$ cat src/rtl/sprite_animator.sv
// Positioned, animated, mirrorable sprite pixel engine driving an external synchronous ROM.
// Fixed 3-cycle latency from DrawX/DrawY to pixel_index/pixel_valid.
//
// state | meaning
// RUN   | animation advances on frame_tick while anim_en=1
// DONE  | non-looping animation parked on its last frame
module sprite_animator #(
    parameter int SPR_W           = 50,
    parameter int SPR_H           = 64,
    parameter int NUM_FRAMES      = 4,
    parameter int IDX_W           = 3,
    parameter int ADDR_W          = 14,
    parameter int TRANSPARENT_IDX = 0,
    parameter int FRAME_HOLD      = 8,
    parameter int FRAME_W         = (NUM_FRAMES > 1) ? $clog2(NUM_FRAMES) : 1
) (
    input  logic              vga_clk,
    input  logic              reset,
    input  logic [9:0]        DrawX,
    input  logic [9:0]        DrawY,
    input  logic              blank,
    input  logic              frame_tick,
    input  logic [9:0]        pos_x,
    input  logic [9:0]        pos_y,
    input  logic              mirror,
    input  logic              anim_en,
    input  logic              anim_loop,
    input  logic              anim_restart,
    output logic [ADDR_W-1:0] rom_address,
    input  logic [IDX_W-1:0]  rom_q,
    output logic [IDX_W-1:0]  pixel_index,
    output logic              pixel_valid,
    output logic [FRAME_W-1:0] anim_frame,
    output logic              anim_done
);

    localparam int HOLD_W = (FRAME_HOLD > 1) ? $clog2(FRAME_HOLD) : 1;
    localparam logic [0:0] ST_RUN  = 1'b0;
    localparam logic [0:0] ST_DONE = 1'b1;
    localparam logic [ADDR_W-1:0] FRAME_SIZE = ADDR_W'(SPR_W * SPR_H);

    logic [0:0]        state;
    logic [HOLD_W-1:0] hold;
    logic [9:0]        shadow_x;
    logic [9:0]        shadow_y;
    logic              shadow_mirror;

    logic [10:0]       x_end;
    logic [10:0]       y_end;
    logic              hit;
    logic [9:0]        dx;
    logic [9:0]        dy;
    logic [9:0]        col;
    logic [ADDR_W-1:0] addr_calc;

    logic              hit_d1;
    logic              hit_d2;
    logic              blank_d1;
    logic              blank_d2;
    logic              opaque;

    assign anim_done = (state == ST_DONE);

    // Position and mirror are only sampled on the tick so a frame never tears.
    always_ff @(posedge vga_clk) begin
        if (reset) begin
            state         <= ST_RUN;
            hold          <= '0;
            anim_frame    <= '0;
            shadow_x      <= '0;
            shadow_y      <= '0;
            shadow_mirror <= 1'b0;
        end else begin
            if (frame_tick) begin
                shadow_x      <= pos_x;
                shadow_y      <= pos_y;
                shadow_mirror <= mirror;
            end
            if (anim_restart) begin
                state      <= ST_RUN;
                hold       <= '0;
                anim_frame <= '0;
            end else if (frame_tick && anim_en && state == ST_RUN) begin
                if (hold == HOLD_W'(FRAME_HOLD - 1)) begin
                    hold <= '0;
                    if (anim_frame == FRAME_W'(NUM_FRAMES - 1)) begin
                        if (anim_loop) begin
                            anim_frame <= '0;
                        end else begin
                            state <= ST_DONE;
                        end
                    end else begin
                        anim_frame <= anim_frame + FRAME_W'(1);
                    end
                end else begin
                    hold <= hold + HOLD_W'(1);
                end
            end
        end
    end

    // 11-bit edges keep sprites near the right/bottom border from wrapping to 0.
    assign x_end = {1'b0, shadow_x} + 11'(SPR_W);
    assign y_end = {1'b0, shadow_y} + 11'(SPR_H);
    assign hit   = ({1'b0, DrawX} >= {1'b0, shadow_x}) && ({1'b0, DrawX} < x_end) &&
                   ({1'b0, DrawY} >= {1'b0, shadow_y}) && ({1'b0, DrawY} < y_end);
    assign dx    = DrawX - shadow_x;
    assign dy    = DrawY - shadow_y;
    assign col   = shadow_mirror ? (10'(SPR_W - 1) - dx) : dx;
    assign addr_calc = ADDR_W'(anim_frame) * FRAME_SIZE
                     + ADDR_W'(dy) * ADDR_W'(SPR_W)
                     + ADDR_W'(col);

    assign opaque = (rom_q != IDX_W'(TRANSPARENT_IDX));

    always_ff @(posedge vga_clk) begin
        if (reset) begin
            rom_address <= '0;
            hit_d1      <= 1'b0;
            hit_d2      <= 1'b0;
            blank_d1    <= 1'b0;
            blank_d2    <= 1'b0;
            pixel_valid <= 1'b0;
            pixel_index <= '0;
        end else begin
            if (hit) begin
                rom_address <= addr_calc;
            end
            hit_d1      <= hit;
            blank_d1    <= blank;
            hit_d2      <= hit_d1;
            blank_d2    <= blank_d1;
            pixel_valid <= hit_d2 && blank_d2 && opaque;
            pixel_index <= (hit_d2 && blank_d2 && opaque) ? rom_q : '0;
        end
    end

endmodule
$ cat config.mk
export PLATFORM = sky130hd
export DESIGN_NAME = sprite_animator
export DESIGN_NICKNAME = d
export VERILOG_FILES = /design/src/rtl/sprite_animator.sv
export SDC_FILE = /design/constraint.sdc
export NUM_CORES = 1
export LEC_CHECK = 0
export CAP_MARGIN = 5
export CORE_MARGIN = 10
export CORE_UTILIZATION = 51
export CTS_BUF_LIST = sky130_fd_sc_hd__clkbuf_4
export CTS_CLUSTER_SIZE = 8
export DETAILED_ROUTE_END_ITERATION = 7
export GPL_TIMING_DRIVEN = 0
export PLACE_DENSITY = 0.79
export SYNTH_ARGS = -nofsm -noshare
export SYNTH_HDL_FRONTEND = slang
export SYNTH_SLANG_ARGS = --single-unit
$ cat constraint.sdc
create_clock -name vga_clk -period 6.3 [get_ports vga_clk]
set_input_delay 1.26 -clock vga_clk [delete_from_list [all_inputs] [get_ports vga_clk]]
set_output_delay 1.26 -clock vga_clk [all_outputs]
set_load 0.005 [all_outputs]
## After elaboration in Yosys (flattened, before gate mapping)

Cells that the tools add are included.

- Multiply operators: 2
- Div/mod/pow operators: 0
- Reductions and logical operators: 12
- Bitwise gates (word level): 3
- Equal/unequal tests: 3
- $add $sub $neg: 9
- Magnitude comparators: 4
- Shift operators: 0
- Multiplexer cells: 4

Operator list:

| operator | number |
|---|---|
| $lt A10 B11 Y1 | 2 |
| $ge A10 B10 Y1 | 2 |
| $sub A10 B10 Y10 | 2 |
| $add A14 B10 Y14 | 1 |
| $add A14 B14 Y14 | 1 |
| $mul A10 B5 Y13 const B | 1 |
| $add A10 B6 Y11 const B | 1 |
| $add A10 B7 Y11 const B | 1 |
| $mux W10 | 1 |
| $sub A6 B10 Y10 const A | 1 |
| $logic_and A1 B1 Y1 | 7 |
| $mul A2 B5 Y7 const B | 1 |
| $mux W2 | 2 |
| $reduce_and A4 Y1 | 1 |
| $reduce_or A2 Y1 | 2 |
| $add A3 B1 Y3 const B | 1 |
| $eq A3 B3 Y1 const B | 1 |
| $mux W3 | 1 |
| $not A1 Y1 | 3 |
| $reduce_and A3 Y1 | 1 |
| $reduce_bool A3 Y1 | 1 |
| $add A2 B1 Y2 const B | 1 |
| $eq A2 B2 Y1 const B | 1 |
| $ne A2 B2 Y1 const B | 1 |

- Logic and storage cells: 50
- Output and inout port bits: 21
- Latch bits: 0
- Memories: 0
- RAM bits: 0
- Flip-flop bits (word level): 49
- Input bits: 51
- Memory bits (read-only): 0

## Logic depth before layout (Yosys ltp)

- Depth after elaboration: 5
- Gate-level depth with buffers: 27
- Mapped depth without buffers: 27

## Worst setup path before layout

Ideal clock, no wire load.

- Path kind: input to register
- Start: input port DrawY[0]
- End: register rom_address[13]
- Path slack: 85 ps
- Stages on the path: 27
- Required time: 6,221 ps
- Arrival: 6,137 ps
- Path through: inv_1 -> ha_1 -> fa_1 -> nand2b_1 -> a21oi_1 -> a21o_1 -> a21oi_1 -> xnor2_1 -> ha_1 -> ha_1 -> inv_1 -> fa_1 -> inv_1 -> ha_1 -> and3_1 -> a21oi_1 -> nand2_1 -> nor2_1 -> xnor2_1 -> ha_1 -> ha_1 -> or2_2 -> a21oi_1 -> a31oi_1 -> nor2_1 -> nand2_1 -> o221ai_2

- Word-level cells in the longest chain between the ends: 4
- Elaborated cells on any way between the ends: 8

Ends and longest elaborated chain:

| what | RTL line | source |
|---|---|---|
| from (decl) | 20 | `input logic [9:0] DrawY,` |
| $sub A10 B10 Y10 | 108 | `assign dy = DrawY - shadow_y;` |
| $mul A10 B5 Y13 | 111 | `+ ADDR_W'(dy) * ADDR_W'(SPR_W)` |
| $add A14 B14 Y14 | 111 |  |
| $add A14 B10 Y14 | 112 | `+ ADDR_W'(col);` |
| to (signal assigned) | 127 | `rom_address <= addr_calc;` |
| to (decl) | 29 | `output logic [ADDR_W-1:0] rom_address,` |

Parallel ways exist; a longest one is shown, timed or not.
A chain may end at the register's enable or synchronous reset.

## Worst setup path after layout

- Start: input port DrawY[1]
- End: register rom_address[13]

The elaborated chain is that of the path after synthesis.

==> implementation parameters <==
Parameter                              Value

Power and ir drop
  Pwr/cell area    around 450 nW/um^2
  Peak supply drop    between 0.3 and 0.4 mV
  Pleak    roughly 2.6 nW

Worst setup path
  Critical path start-end classification    in2reg
  Worst-path fanout max    4
  Crit path required time    6.63 ns
  Kind of start point of the critical path    input port
  Sort of element at the end of the critical path    register
  Arrival time reported for the critical path endpoint    roughly 6.6 ns
  Logic depth of the worst register-to-register path    26

GRT
  First-pass GRT wire length    around 18 mm
  Pin count of the biggest net entering global routing    16
  Antenna violations before repair    0
  Total routing usage reported by global routing    roughly 17%
  Gr ovfl total    0
  Vias in the first global route    4,097

Layout
  Flip-flop and latch area    about 1000 um^2
  Final Non-Filler Cells    734
  Post-route design area    5900 um^2
  Number of nets in the finished design    775
  Fraction of layout cells with a size suffix above 1    10.5%
  Combined area of the multi-input logic cells    3640 um^2
  Synth-to-Final Area Change    26.1%
  Leading cell type in the layout, fill and taps excluded    sky130_fd_sc_hd__ha_1
  ANT cells    0
  Most frequent cells in the layout    sky130_fd_sc_hd__ha_1, sky130_fd_sc_hd__clkdlybuf4s50_1, sky130_fd_sc_hd__nor2_1, sky130_fd_sc_hd__inv_1, sky130_fd_sc_hd__dfxtp_1
  Filler Cell Count    between 700 and 800

Clocking
  Clock transition at the register clock pins on the worst setup and hold paths after CTS    0.15 ns
  Clock root buffer    sky130_fd_sc_hd__clkbuf_4
  Deepest clock path buffer count    2
  Clock tree sinks    49
  Cts bufs inserted    5
  Total number of H-tree levels    2
  Skew-Pair Late Insertion Delay    around 0.40 ns
  TritonCTS clock tree    yes

STA
  Final count of negative-setup-slack endpoints    1
  Max transition margin    between 30 and 40%
  Final critical-path required period    ~6.3 ns
  Final-report hold violation count    0
  Fraction of the cycle the final worst path needs    100%
  Count of final max-slew check failures    0
  F_max    ~160 MHz
  Worst Setup Slack, final    -0.0101 ns
  Final setup TNS    -0.0101 ns
  Final setup skew    0.0229 ns
  Slew @ Worst Pin    0.953 ns

Placed design
  Placed wire-length estimate    8.87 mm
  Worst Setup Slack post-DPL    -0.916 ns
  Number of port buffers    69
  Instance area after placement    around 5500 um^2
  Last weighted congestion value of the routability-driven placer    between 0.8 and 0.9
  Number of placed instances with taps included    ~700

Logic synthesis
  Yosys warning total    0
  Share of the synthesized area in the top cell type    between 20% and 30%
  Synth async-reset ratio    0%
  Cell type with the highest aggregate area in the netlist    sky130_fd_sc_hd__ha_1
  Cell count after synthesis    approximately 530
  Post-Synthesis Net Count    roughly 700
  Portion of the post-synthesis area used by sequential elements    21.0%
  Top cells by area, synth    sky130_fd_sc_hd__ha_1, sky130_fd_sc_hd__dfxtp_1, sky130_fd_sc_hd__mux2i_1
  Average footprint of a synthesized cell    8.76 um^2
  Total of flip-flops plus latches after synthesis    49
  Mapped cell area    ~4700 um^2
  Count of flip-flops with a built-in enable after synthesis    0
  Most instantiated flip-flop cell in the synthesis netlist    sky130_fd_sc_hd__dfxtp_1
  Post-synth cell types    56

Die
  Floorplan Core Area    just under 9000 um^2
  Starting density of the core    53.1%
  Count of standard-cell rows    34
  Number of top-level design ports    between 70 and 80
  Floorplan die height    between 100 and 150 um
  Area of the die    around 13,000 um^2
  Width of the chip    116 um

Route
  Initial detailed-routing violation count    between 150 and 200
  Average routed wire per standard cell    about 16 um
  Routed Wire Length    approximately 12 mm
  Detailed Routing Iterations Pass 1    4
  Via density    between 5 and 6
  Count of vias placed by the detailed router    a little over 4,000
  Antenna Violating Nets Remaining    0
  DRC errors left    0

Worst hold path
  Worst min-delay path class    reg2reg
  Worst hold stages    1

Flow run
  Max-capacitance violation count    0

Status
  Failing checks    negative setup slack
  Status    finished with violations
layout make-up:
type	count	share of cell area, %
Timing Repair Buffer	84	13.7
Clock buffer	5	0.636
Sequential cell	49	16.6
Tap cell	108	2.29
Buffer	11	0.975
Inverter	58	3.69
Multi-Input combinational cell	416	61.8
Clock inverter	3	0.297
power by group:
part,leakage (nW),total (mW),switching [mW],internal [mW]
Sequential,0.400,0.356,0.0175,0.339
Combinational,2.19,2.16,1.10,1.07
Clock,0.0310,0.159,0.117,0.0424
synth_stat cells, types with 7 or more instances:
cell and count:
sky130_fd_sc_hd__xnor2_1 36, sky130_fd_sc_hd__o21ai_0 13, sky130_fd_sc_hd__ha_1 89, sky130_fd_sc_hd__a21oi_1 30, sky130_fd_sc_hd__clkbuf_1 7, sky130_fd_sc_hd__mux2i_1 35, sky130_fd_sc_hd__nand2_1 22, sky130_fd_sc_hd__fa_1 10
sky130_fd_sc_hd__a21o_1 8, sky130_fd_sc_hd__inv_1 58, sky130_fd_sc_hd__dfxtp_1 49, sky130_fd_sc_hd__nor3_1 12, sky130_fd_sc_hd__nor2_1 63, sky130_fd_sc_hd__xor2_1 9
routing by layer:
layer | global-route usage [%] | vias to the layer above | part of all wire, %
li1 | - | 2040 | -
met1 | 20.0 | 1900 | 41
met2 | 29.2 | 108 | 49
met3 | 3.51 | 24 | 7.0
met4 | 4.42 | 0 | 2.4
met5 | 0 | - | 0
cell families (layout without fill, tap and decap cells):
| kind of cell | count (synthesis) | count (layout) | synth area share, % |
|---|---|---|---|
| and+or+nand+nor | 139 | 139 | 14.4 |
| adders and majority gates | 99 | 99 | 28.1 |
| AOI/OAI and AO/OA | 95 | 95 | 13.6 |
| buffers and inverters | 69 | 161 | 5.88 |
| DFF | 49 | 49 | 21.0 |
| xor gates and xnor gates | 47 | 47 | 9.39 |
| muxes | 36 | 36 | 7.73 |
critical path, cell delays in order:
cell,delay (ns)
sky130_fd_sc_hd__clkdlybuf4s50_1,0.53
sky130_fd_sc_hd__ha_4,0.22
sky130_fd_sc_hd__nor2b_1,0.16
sky130_fd_sc_hd__o31ai_2,0.38
sky130_fd_sc_hd__nand2b_1,0.14
sky130_fd_sc_hd__a21oi_2,0.20
sky130_fd_sc_hd__xnor2_2,0.17
sky130_fd_sc_hd__ha_1,0.27
sky130_fd_sc_hd__ha_1,0.28
sky130_fd_sc_hd__inv_1,0.05
sky130_fd_sc_hd__fa_1,0.54
sky130_fd_sc_hd__inv_1,0.07
sky130_fd_sc_hd__ha_4,0.26
sky130_fd_sc_hd__and3_1,0.19
sky130_fd_sc_hd__a21oi_2,0.13
sky130_fd_sc_hd__nand2_1,0.08
sky130_fd_sc_hd__nor2_1,0.15
sky130_fd_sc_hd__xnor2_1,0.11
sky130_fd_sc_hd__ha_1,0.34
sky130_fd_sc_hd__ha_4,0.27
sky130_fd_sc_hd__or2_2,0.30
sky130_fd_sc_hd__a21oi_2,0.14
sky130_fd_sc_hd__a31oi_1,0.07
sky130_fd_sc_hd__nor2_1,0.13
sky130_fd_sc_hd__nand2_1,0.07
sky130_fd_sc_hd__o221ai_2,0.14
what timing repair did:
action | in CTS | in global routing
pin swaps | 8 | 26
resized for setup | 14 | 24
setup endpoints to repair | 3 | 4
hold buffers | 0 | 0
endpoints found under the hold margin | 0 | 0
buffers inserted | 4 | 11
registers in the layout (all words and copies together) (netlist names), 2 cells and up:
signal / cells
anim_frame: 2
hold: 3
pixel_index: 3
rom_address: 14
shadow_x: 10
shadow_y: 10
path summary, 6_finish.rpt:
kind	start	to	slack (ns)
max	DrawY[1]	rom_address[13]	-0.01
min	hit_d1	hit_d2	0.46
max reg2reg	shadow_y[1]	rom_address[13]	0.84
min reg2reg	hit_d1	hit_d2	0.46
stage by stage:
step	power (mW)	hold slack, ns	utilization, %
after floorplan	1.84	0.414	-
final	2.68	0.456	67.0
after global routing	2.96	0.487	67.0
after global placement	2.14	0.421	62.5
after CTS	2.46	0.462	64.5
after detailed placement	2.20	0.432	62.5
Power figures use the tool's default switching activity.
